$ cat src/rtl/spad_frame_duration_scheduler.sv
// rtl/spad_frame_duration_scheduler.sv - arbitrates host/AE frame-duration requests and commits them at controller frame boundaries
// Adoption by the controller is confirmed before the request is reported as applied.
module spad_frame_duration_scheduler #(
    parameter int DUR_W           = 20,
    parameter int MIN_DUR         = 16,
    parameter int MAX_DUR         = 1000000,
    parameter int RESET_DUR       = 1000,
    parameter int CONFIRM_TIMEOUT = 64
) (
    input  logic             clk,
    input  logic             reset,
    input  logic             host_req_valid,
    input  logic [DUR_W-1:0] host_req_dur,
    output logic             host_req_ready,
    input  logic             ae_req_valid,
    input  logic [DUR_W-1:0] ae_req_dur,
    output logic             ae_req_ready,
    output logic [DUR_W-1:0] FrameDurationRequestedClks,
    input  logic             FrameDurationChangeEnable,
    input  logic [DUR_W-1:0] FrameDurationCurrentClks,
    output logic             applied_valid,
    output logic [DUR_W-1:0] applied_dur,
    output logic             applied_src,
    output logic             clamp_flag,
    output logic             busy,
    output logic             error,
    input  logic             error_clr
);

    localparam int CNT_W = $clog2(CONFIRM_TIMEOUT + 1);
    localparam logic [DUR_W-1:0] MIN_D = DUR_W'(MIN_DUR);
    localparam logic [DUR_W-1:0] MAX_D = DUR_W'(MAX_DUR);
    localparam logic [CNT_W-1:0] CNT_LAST = CNT_W'(CONFIRM_TIMEOUT - 1);

    typedef enum logic [1:0] {IDLE, WAIT_BOUNDARY, CONFIRM} state_t;

    state_t           state, stateNext;
    logic             lastGrantAe;
    logic             prevCe;
    logic [CNT_W-1:0] cnt;
    logic             curSrc;

    logic             isIdle, grantHost, grantAe, accept;
    logic [DUR_W-1:0] rawDur, clampedDur;
    logic             ceRise, curMatch, timeoutHit, errorSet;

    // Round-robin: on a tie the requester that did not win last time is granted.
    always_comb begin
        isIdle     = (state == IDLE);
        grantHost  = host_req_valid && (!ae_req_valid || lastGrantAe);
        grantAe    = ae_req_valid && !grantHost;
        accept     = isIdle && (host_req_valid || ae_req_valid);
        rawDur     = grantHost ? host_req_dur : ae_req_dur;
        clampedDur = rawDur;
        if (rawDur < MIN_D) begin
            clampedDur = MIN_D;
        end else if (rawDur > MAX_D) begin
            clampedDur = MAX_D;
        end
        ceRise     = FrameDurationChangeEnable && !prevCe;
        curMatch   = (FrameDurationCurrentClks == FrameDurationRequestedClks);
        timeoutHit = (cnt == CNT_LAST);
        errorSet   = (state == CONFIRM) && !curMatch && timeoutHit;
    end

    assign host_req_ready = isIdle && grantHost;
    assign ae_req_ready   = isIdle && grantAe;
    assign busy           = !isIdle;

    always_comb begin
        stateNext = state;
        case (state)
            IDLE: begin
                if (accept && (clampedDur != FrameDurationCurrentClks)) begin
                    stateNext = WAIT_BOUNDARY;
                end
            end
            WAIT_BOUNDARY: begin
                if (ceRise) begin
                    stateNext = CONFIRM;
                end
            end
            CONFIRM: begin
                if (curMatch || timeoutHit) begin
                    stateNext = IDLE;
                end
            end
            default: stateNext = IDLE;
        endcase
    end

    always_ff @(posedge clk or negedge reset) begin
        if (!reset) begin
            state  <= IDLE;
            prevCe <= 1'b0;
            cnt    <= '0;
        end else begin
            state  <= stateNext;
            prevCe <= FrameDurationChangeEnable;
            cnt    <= (state == CONFIRM) ? cnt + 1'b1 : '0;
        end
    end

    // A request already in effect at accept is reported at once, skipping the boundary wait.
    always_ff @(posedge clk or negedge reset) begin
        if (!reset) begin
            FrameDurationRequestedClks <= DUR_W'(RESET_DUR);
            clamp_flag    <= 1'b0;
            curSrc        <= 1'b0;
            lastGrantAe   <= 1'b1;
            applied_valid <= 1'b0;
            applied_dur   <= '0;
            applied_src   <= 1'b0;
            error         <= 1'b0;
        end else begin
            applied_valid <= 1'b0;
            if (accept) begin
                FrameDurationRequestedClks <= clampedDur;
                clamp_flag  <= (clampedDur != rawDur);
                curSrc      <= grantAe;
                lastGrantAe <= grantAe;
                if (clampedDur == FrameDurationCurrentClks) begin
                    applied_valid <= 1'b1;
                    applied_dur   <= clampedDur;
                    applied_src   <= grantAe;
                end
            end
            if ((state == CONFIRM) && curMatch) begin
                applied_valid <= 1'b1;
                applied_dur   <= FrameDurationRequestedClks;
                applied_src   <= curSrc;
            end
            if (errorSet) begin
                error <= 1'b1;
            end else if (error_clr) begin
                error <= 1'b0;
            end
        end
    end

endmodule

$ cat config.mk
export PLATFORM = sky130hd
export DESIGN_NAME = spad_frame_duration_scheduler
export DESIGN_NICKNAME = d
export VERILOG_FILES = /design/src/rtl/spad_frame_duration_scheduler.sv
export SDC_FILE = /design/constraint.sdc
export NUM_CORES = 1
export LEC_CHECK = 0
export BUFFER_PORTS_ARGS = -buffer_cell sky130_fd_sc_hd__buf_4
export CORE_UTILIZATION = 40
export DETAILED_ROUTE_END_ITERATION = 6
export PLACE_DENSITY = 0.69
export SLEW_MARGIN = 15
export SYNTH_ARGS = -nofsm -noshare
export SYNTH_HDL_FRONTEND = slang
export SYNTH_SLANG_ARGS = --single-unit
$ cat constraint.sdc
create_clock -name clk -period 3.5 [get_ports clk]
set_clock_uncertainty 0.05 [all_clocks]
set_input_delay 0.175 -clock clk [delete_from_list [all_inputs] [get_ports clk]]
set_output_delay 0.175 -clock clk [all_outputs]
set_load 0.05 [all_outputs]
==> impl_results.md, run 1 <==
- Status: complete, no violations
- CTS Root Cell: clkbuf_8
- Final worst slack: 92.2 ps
- Core ar.: 0.00942 mm^2
- GR Util All Layers: 24.9%
- Max Freq: 0.293 GHz
- Vias: 4186
- IO Pins: 113
- Post-synth ARST share: 100%
- 1st-iter DRT viols: 322
- 1st-pass router iterations: 5
- Via-per-instance ratio: 5.93
- Crit path max fanout: 9
- I/O Buffers: 112
- TritonCTS Buffers: 5
- Met2 WL: 6340 um
- GRT overflow: 0
- Placed Cells: 685
- Setup CP Type: register to register
- EDFF count, synth: 0
- Vias in the first global route: 3841
- Initial antenna violation count: 0
- Drt drc: 0
- Mapped Area: 0.00395 mm^2
- Crit path required time: 3690 ps
- Diodes inserted: 0
- Final setup violation count: 0
- H-Tree Level Count: 2
- Routed wire per std cell: 18.7 um
- Hold Path Origin: ae_req_valid
- First-pass GRT wire length: 19500 um
- Pre-CTS WS: 96.4 ps
- Clk Latency, worst-skew pair: 320 ps
- WL met3: 1020 um
- Filler cells: 855
- #FFs+latches synth: 56
- Syn Inst Count: 447
- Clock sinks: 56
- CTS tree: yes
- Cell Pwr Density: 554 mW/mm^2
- Post-synth net total: 514
- Yosys warns: 0
- Worst setup startpoint: lastGrantAe
- Clk buf depth: 2
- DRT antenna net count: 0
- Post-synthesis xor/xnor area fraction: 6.87%
- Largest net degree at the start of global routing: 57
- Placer Congestion: 0.948
- Crit end category: register
- Share of layout cells above drive strength 1: 32.4%
- Final slew viol count: 0
- Max cap viols: 0
- Synth unique cells: 68
- Met1 Wirelength: 5580 um
- Layout area overhead: 34.7%
- Mux cell area share after synthesis: 3.86%
- Crit path time final: 3410 ps
- Die W: 101 um
- Slew HR: 39.8%
- # rows: 35
- Top_reg_cell synth: dfrtp_1
- R2r startpoint: lastGrantAe
- Worst-margin pin slew: 902 ps
- Final Util: 56.5%
- Setup TNS: 0 ps
- Sequential area share after synthesis: 35.7%
- Static Leak: 2.39 nW
- NumNets Final: 643
- Simple-gate area share of the yosys netlist: 23.5%
- Post-synthesis compound-gate area fraction: 25.2%
- Final hold violation count: 0
- Max rail drop VDD: 0.326 mV
- Hold Crit Class: primary input to register
- Initial cell density of the core: 42.0%
- Clock transition at path regs: 110 ps
- RSZ-0062 raised after global routing: yes
- Post-synthesis average cell area: 8.85 um^2
- Final wirelength: 13200 um
- DP HPWL: 9890 um
- Largest family of logic cells by synthesized area: compound AO/OA/AOI/OAI gates
- Die span in y: 101 um
- Post-Synth Adder-Cell Area: 0.316%
- Startpoint types: register
- Fin crit share: 97.4%
- CP arrival: 3600 ps
- Total die area: 0.0103 mm^2
- Uppermost layer routed: met4
- Fin cells: 706
[final cells by class]
class                           instances  area [um^2]  share of cell area (%)
Sequential cell                        56         1410                    26.5
Clock inverter                          3         27.5                   0.517
Tap cell                              129          161                    3.03
Timing Repair Buffer                  141         1080                    20.3
Multi-Input combinational cell        351         2490                    46.9
Inverter                               21         78.8                    1.48
Clock buffer                            5         68.8                    1.29
[power breakdown]
part           leakage (nW)  internal, mW  switching (mW)  total [mW]
clock                0.0463         0.148           0.232       0.379
sequential            0.693         0.817           0.191        1.01
combinational          1.66         0.523            1.04        1.56
[flip-flops by register name, indices dropped and copies added (netlist names), 2 cells and up]
signal / count
state: 2
cnt: 7
applied_dur: 20
FrameDurationRequestedClks: 20
[cells by family (layout without fill, tap and decap cells)]
family	count (synthesis)	in the layout
DFF	56	56
adders and majority gates	1	1
xor gates and xnor gates	31	31
AOI/OAI and AO/OA	129	129
buffers and inverters	42	170
muxes	15	15
and+or+nand+nor	173	175
[metrics by stage]
step	total power, mW	instance area, um^2	hold slack (ps)
after floorplan	1.97	3950	-171
after global routing	3.10	5320	146
after CTS	2.90	5130	118
after global placement	2.49	5000	219
final	2.95	5320	127
after detailed placement	2.51	5000	223
[worst paths after layout]
check                                                      to  slack, ps  cells after the start
worst max register to register                applied_dur[12]         90                      9
worst max-delay path                          applied_dur[12]         90                      9
max in group asynchronous                     applied_dur[15]       2500                      2
worst min-delay path                              lastGrantAe        130                      3
min in group asynchronous       FrameDurationRequestedClks[1]        390                      2
worst min register to register                         cnt[0]        430                      1
[cell usage after synthesis (7+ instances only)]
master / n / area share (%)
o21ai_0: 35 / 4.4
xnor2_1: 16 / 3.5
dfstp_2: 7 / 4.7
nand4_1: 9 / 1.4
nor4_1: 8 / 1.3
nor2_1: 31 / 2.9
mux2i_1: 13 / 3.3
o31ai_1: 10 / 1.9
inv_1: 21 / 2.0
nand3_1: 17 / 2.2
a21oi_1: 13 / 1.6
and2_1: 8 / 1.3
nand2_1: 44 / 4.2
dfrtp_1: 49 / 31
o31a_1: 9 / 2.0
xor2_1: 15 / 3.3
o21a_1: 9 / 1.7
nor3_1: 9 / 1.1
buf_2: 7 / 0.89
o32a_1: 7 / 1.8
clkbuf_1: 12 / 1.1
or3_1: 8 / 1.3
nand2b_1: 9 / 1.4
[layout by cell type (no fill, tap or decap), types with 10 or more instances in the layout]
cell	count
nand2_1	44
o31ai_1	10
buf_4	136
inv_1	21
xnor2_1	16
nand3_1	17
o21ai_0	33
mux2i_1	12
dfrtp_1	49
nor2_1	30
a21oi_1	13
xor2_1	14
[per-layer routing]
metal | vias up | track usage [%]
li1 | 1920 | -
met1 | 2007 | 32.9
met2 | 231 | 42.1
met3 | 28 | 3.66
met4 | 0 | 7.58
met5 | - | 0
[worst max-delay path, stage by stage, from the launching register on]
cell and delay (ps):
dfstp_2 560, nor2b_2 90, or4_4 550, a211oi_4 270, a22oi_2 170, a311o_1 440
a221oi_4 400, nand4_4 170, or4_1 440, a31oi_1 180
[timing repair]
action / 4_1_cts / 5_1_grt
setup endpoints to repair: 0 / 22
buffers inserted: 0 / 8
hold buffers: 3 / 0
hold endpoints to repair: 51 / 0
resized for setup: 0 / 16
Note: power is estimated with default switching activity, not from simulation.
==> run 2, diff against run 1 <==
--- a/config.mk
+++ b/config.mk
@@ -8,5 +8,5 @@
 export BUFFER_PORTS_ARGS = -buffer_cell sky130_fd_sc_hd__buf_4
-export CORE_UTILIZATION = 40
+export CORE_UTILIZATION = 48
 export DETAILED_ROUTE_END_ITERATION = 6
-export PLACE_DENSITY = 0.69
+export PLACE_DENSITY = 0.83
 export SLEW_MARGIN = 15
==> constraint.sdc (replaced) <==
create_clock -name clk -period 2.8 [get_ports clk]
set_clock_uncertainty 0.05 [all_clocks]
set_input_delay 0.28 -clock clk [delete_from_list [all_inputs] [get_ports clk]]
set_output_delay 0.28 -clock clk [all_outputs]
set_load 0.05 [all_outputs]
==> run 2 against run 1 <==
The flow now finishes with violations (setup timing). Sequential power increased by 26%. Global-route usage increased by 8.0 points. Sequential cell count unchanged. Worst hold slack got worse by 110 ps. Die area decreased by 16%. Final area increased by 12%. Wire length increased by 5.8%. Largest cell class unchanged. Highest routed layer unchanged.
==> impl_results.md, run 2 (synthesis results as in run 1) <==
- Status: finished with violations
- Failing checks: setup timing
- Final worst slack: -532 ps (-624 ps)
- Final slew viol count: 0 (unchanged)
- Diodes inserted: 0 (unchanged)
- Die span in y: 92.8 um (-8.5%)
- Routed wire per std cell: 18.5 um (-1.3%)
- Hold Path Origin: FrameDurationChangeEnable
- Hold Crit Class: primary input to register
- Crit path time final: 3330 ps (-75.8 ps)
- Max cap viols: 0 (unchanged)
- Clock sinks: 56 (unchanged)
- H-Tree Level Count: 2 (unchanged)
- Fin area: 0.00594 mm^2 (+12%)
- Vias in the first global route: 4364 (+14%)
- Initial antenna violation count: 0 (unchanged)
- Cell Pwr Density: 652 mW/mm^2 (+18%)
- TritonCTS Buffers: 5 (unchanged)
- Total die area: 0.00860 mm^2 (-16%)
- Pre-CTS WS: -474 ps (-570 ps)
- GRT overflow: 0 (unchanged)
- 1st-pass router iterations: 5 (unchanged)
- Via-per-instance ratio: 5.98 (+0.93%)
- DP HPWL: 11000 um (+11%)
- WHS: 17.0 ps (-110 ps)
- Final setup violation count: 23 (+23)
- Crit path max fanout: 12 (+3)
- Vias: 4530 (+8.2%)
- Final wirelength: 14000 um (+5.8%)
- Die W: 92.8 um (-8.5%)
- Worst-margin pin slew: 693 ps (-209 ps)
- Core ar.: 0.00785 mm^2 (-17%)
- First-pass GRT wire length: 21900 um (+12%)
- Startpoint types: register
- Most frequent cells in the layout: 211 x buf_4, 49 x dfrtp_1, 44 x nand2_1, 31 x nor2_1, 25 x o21ai_0
- Drt drc: 0 (unchanged)
- I/O Buffers: 112 (unchanged)
- Fin crit share: 119% (+22 points)
- Most common cell after layout, fill and taps aside: buf_4
- Clk Latency, worst-skew pair: 320 ps (about the same)
- Post-DP Area: 0.00562 mm^2 (+12%)
- # rows: 32 (-8.6%)
- DRT antenna net count: 0 (unchanged)
- Max Freq: 0.300 GHz (+2.3%)
- Crit end category: register
- Slew HR: 53.8% (+14 points)
- CTS tree: yes
- Register Area: 0.00141 mm^2 (unchanged)
- GR Util All Layers: 32.9% (+8.0 points)
- Initial cell density of the core: 50.4% (+8.4 points)
- Largest net degree at the start of global routing: 57 (unchanged)
- Final hold violation count: 0 (unchanged)
- NumNets Final: 721 (+12%)
- Largest registers: FrameDurationRequestedClks x20, applied_dur x20, cnt x7
- Share of layout cells above drive strength 1: 42.1% (+9.7 points)
- Worst setup startpoint: lastGrantAe
- CP arrival: 3540 ps (-60 ps)
- Placer Congestion: 0.930 (-1.8%)
- 1st-iter DRT viols: 323 (+0.31%)
- Clk buf depth: 2 (unchanged)
- R2r startpoint: lastGrantAe
- Max rail drop VDD: 0.582 mV (+79%)
- RSZ-0062 raised after global routing: yes
- CTS Root Cell: clkbuf_8
- Crit path required time: 3010 ps (-680 ps)
- Setup CP Type: register to register
- Static Leak: 2.81 nW (+17%)
- Clock transition at path regs: 110 ps (about the same)
- Footprint of the multi-input gates: 0.00251 mm^2 (+0.50%)
- Filler cells: 579 (-32%)
- Layout area overhead: 50.3%
- IO Pins: 113 (unchanged)
run 2: cell types whose count changed in the layout (fill, tap and decap cells not counted), sizes merged:
cell	change
buf	+82
nand4	-2
dlygate4sd3	-2
run 2: critical path, cell delays in order (launching register included):
cell	delay [ps]
dfstp_2	570
nand2b_4	130
buf_12	140
a21boi_0	120
or3_1	310
a211oi_1	500
nor4_2	140
nor2_1	220
nand4_4	210
buf_6	190
o41ai_4	340
buf_4	220
o21a_1	130
run 2: cell type report:
cell class | instances | area share [%]
clock buffer | 5 | 1.16
clock inverter | 3 | 0.463
inverter | 21 | 1.33
multi-input combinational | 349 | 42.2
sequential | 56 | 23.7
tap | 102 | 2.15
timing repair buffer | 221 | 29.0
run 2: stage by stage:
stage          std cells  TNS (ps)  util [%]  total power [mW]
5_1_grt              757    -12910      75.7              4.05
6_report             757    -10480      75.7              3.88
3_5_place_dp         735     -9210      71.6              3.32
2_1_floorplan        447     -1960         -              2.48
3_3_place_gp         735     -8840      71.6              3.29
4_1_cts              751     -6740      74.4              3.83
run 2: worst paths after layout:
| kind | endpoint | slack, ps | depth (start not counted) |
|---|---|---|---|
| setup / recovery | applied_dur[13] | -530 | 12 |
| hold reg to reg | cnt[0] | 420 | 1 |
| min in group asynchronous | FrameDurationRequestedClks[18] | 480 | 2 |
| setup reg to reg | applied_dur[13] | -530 | 12 |
| max in group asynchronous | applied_dur[5] | 1740 | 2 |
| hold / removal | prevCe | 20 | 1 |
run 2: power breakdown:
part           total [mW]  internal (mW)  switching, mW
Sequential           1.27           1.02          0.247
Clock               0.474          0.184          0.289
Combinational        2.13          0.807           1.33
run 2: repair_timing:
action,in CTS,in global routing
hold endpoints to repair,49,0
buffers inserted,7,6
hold buffers,1,0
pin swaps,10,12
gates resized for setup,18,12
setup endpoints to repair,23,23
run 2: metal layers:
metal / up-vias / GRT usage, % / share of wire [%]
li1: 2076 / - / -
met1: 2180 / 42.6 / 41
met2: 232 / 54.8 / 48
met3: 42 / 4.52 / 7.6
met4: 0 / 13.8 / 3.5
met5: - / 0 / 0
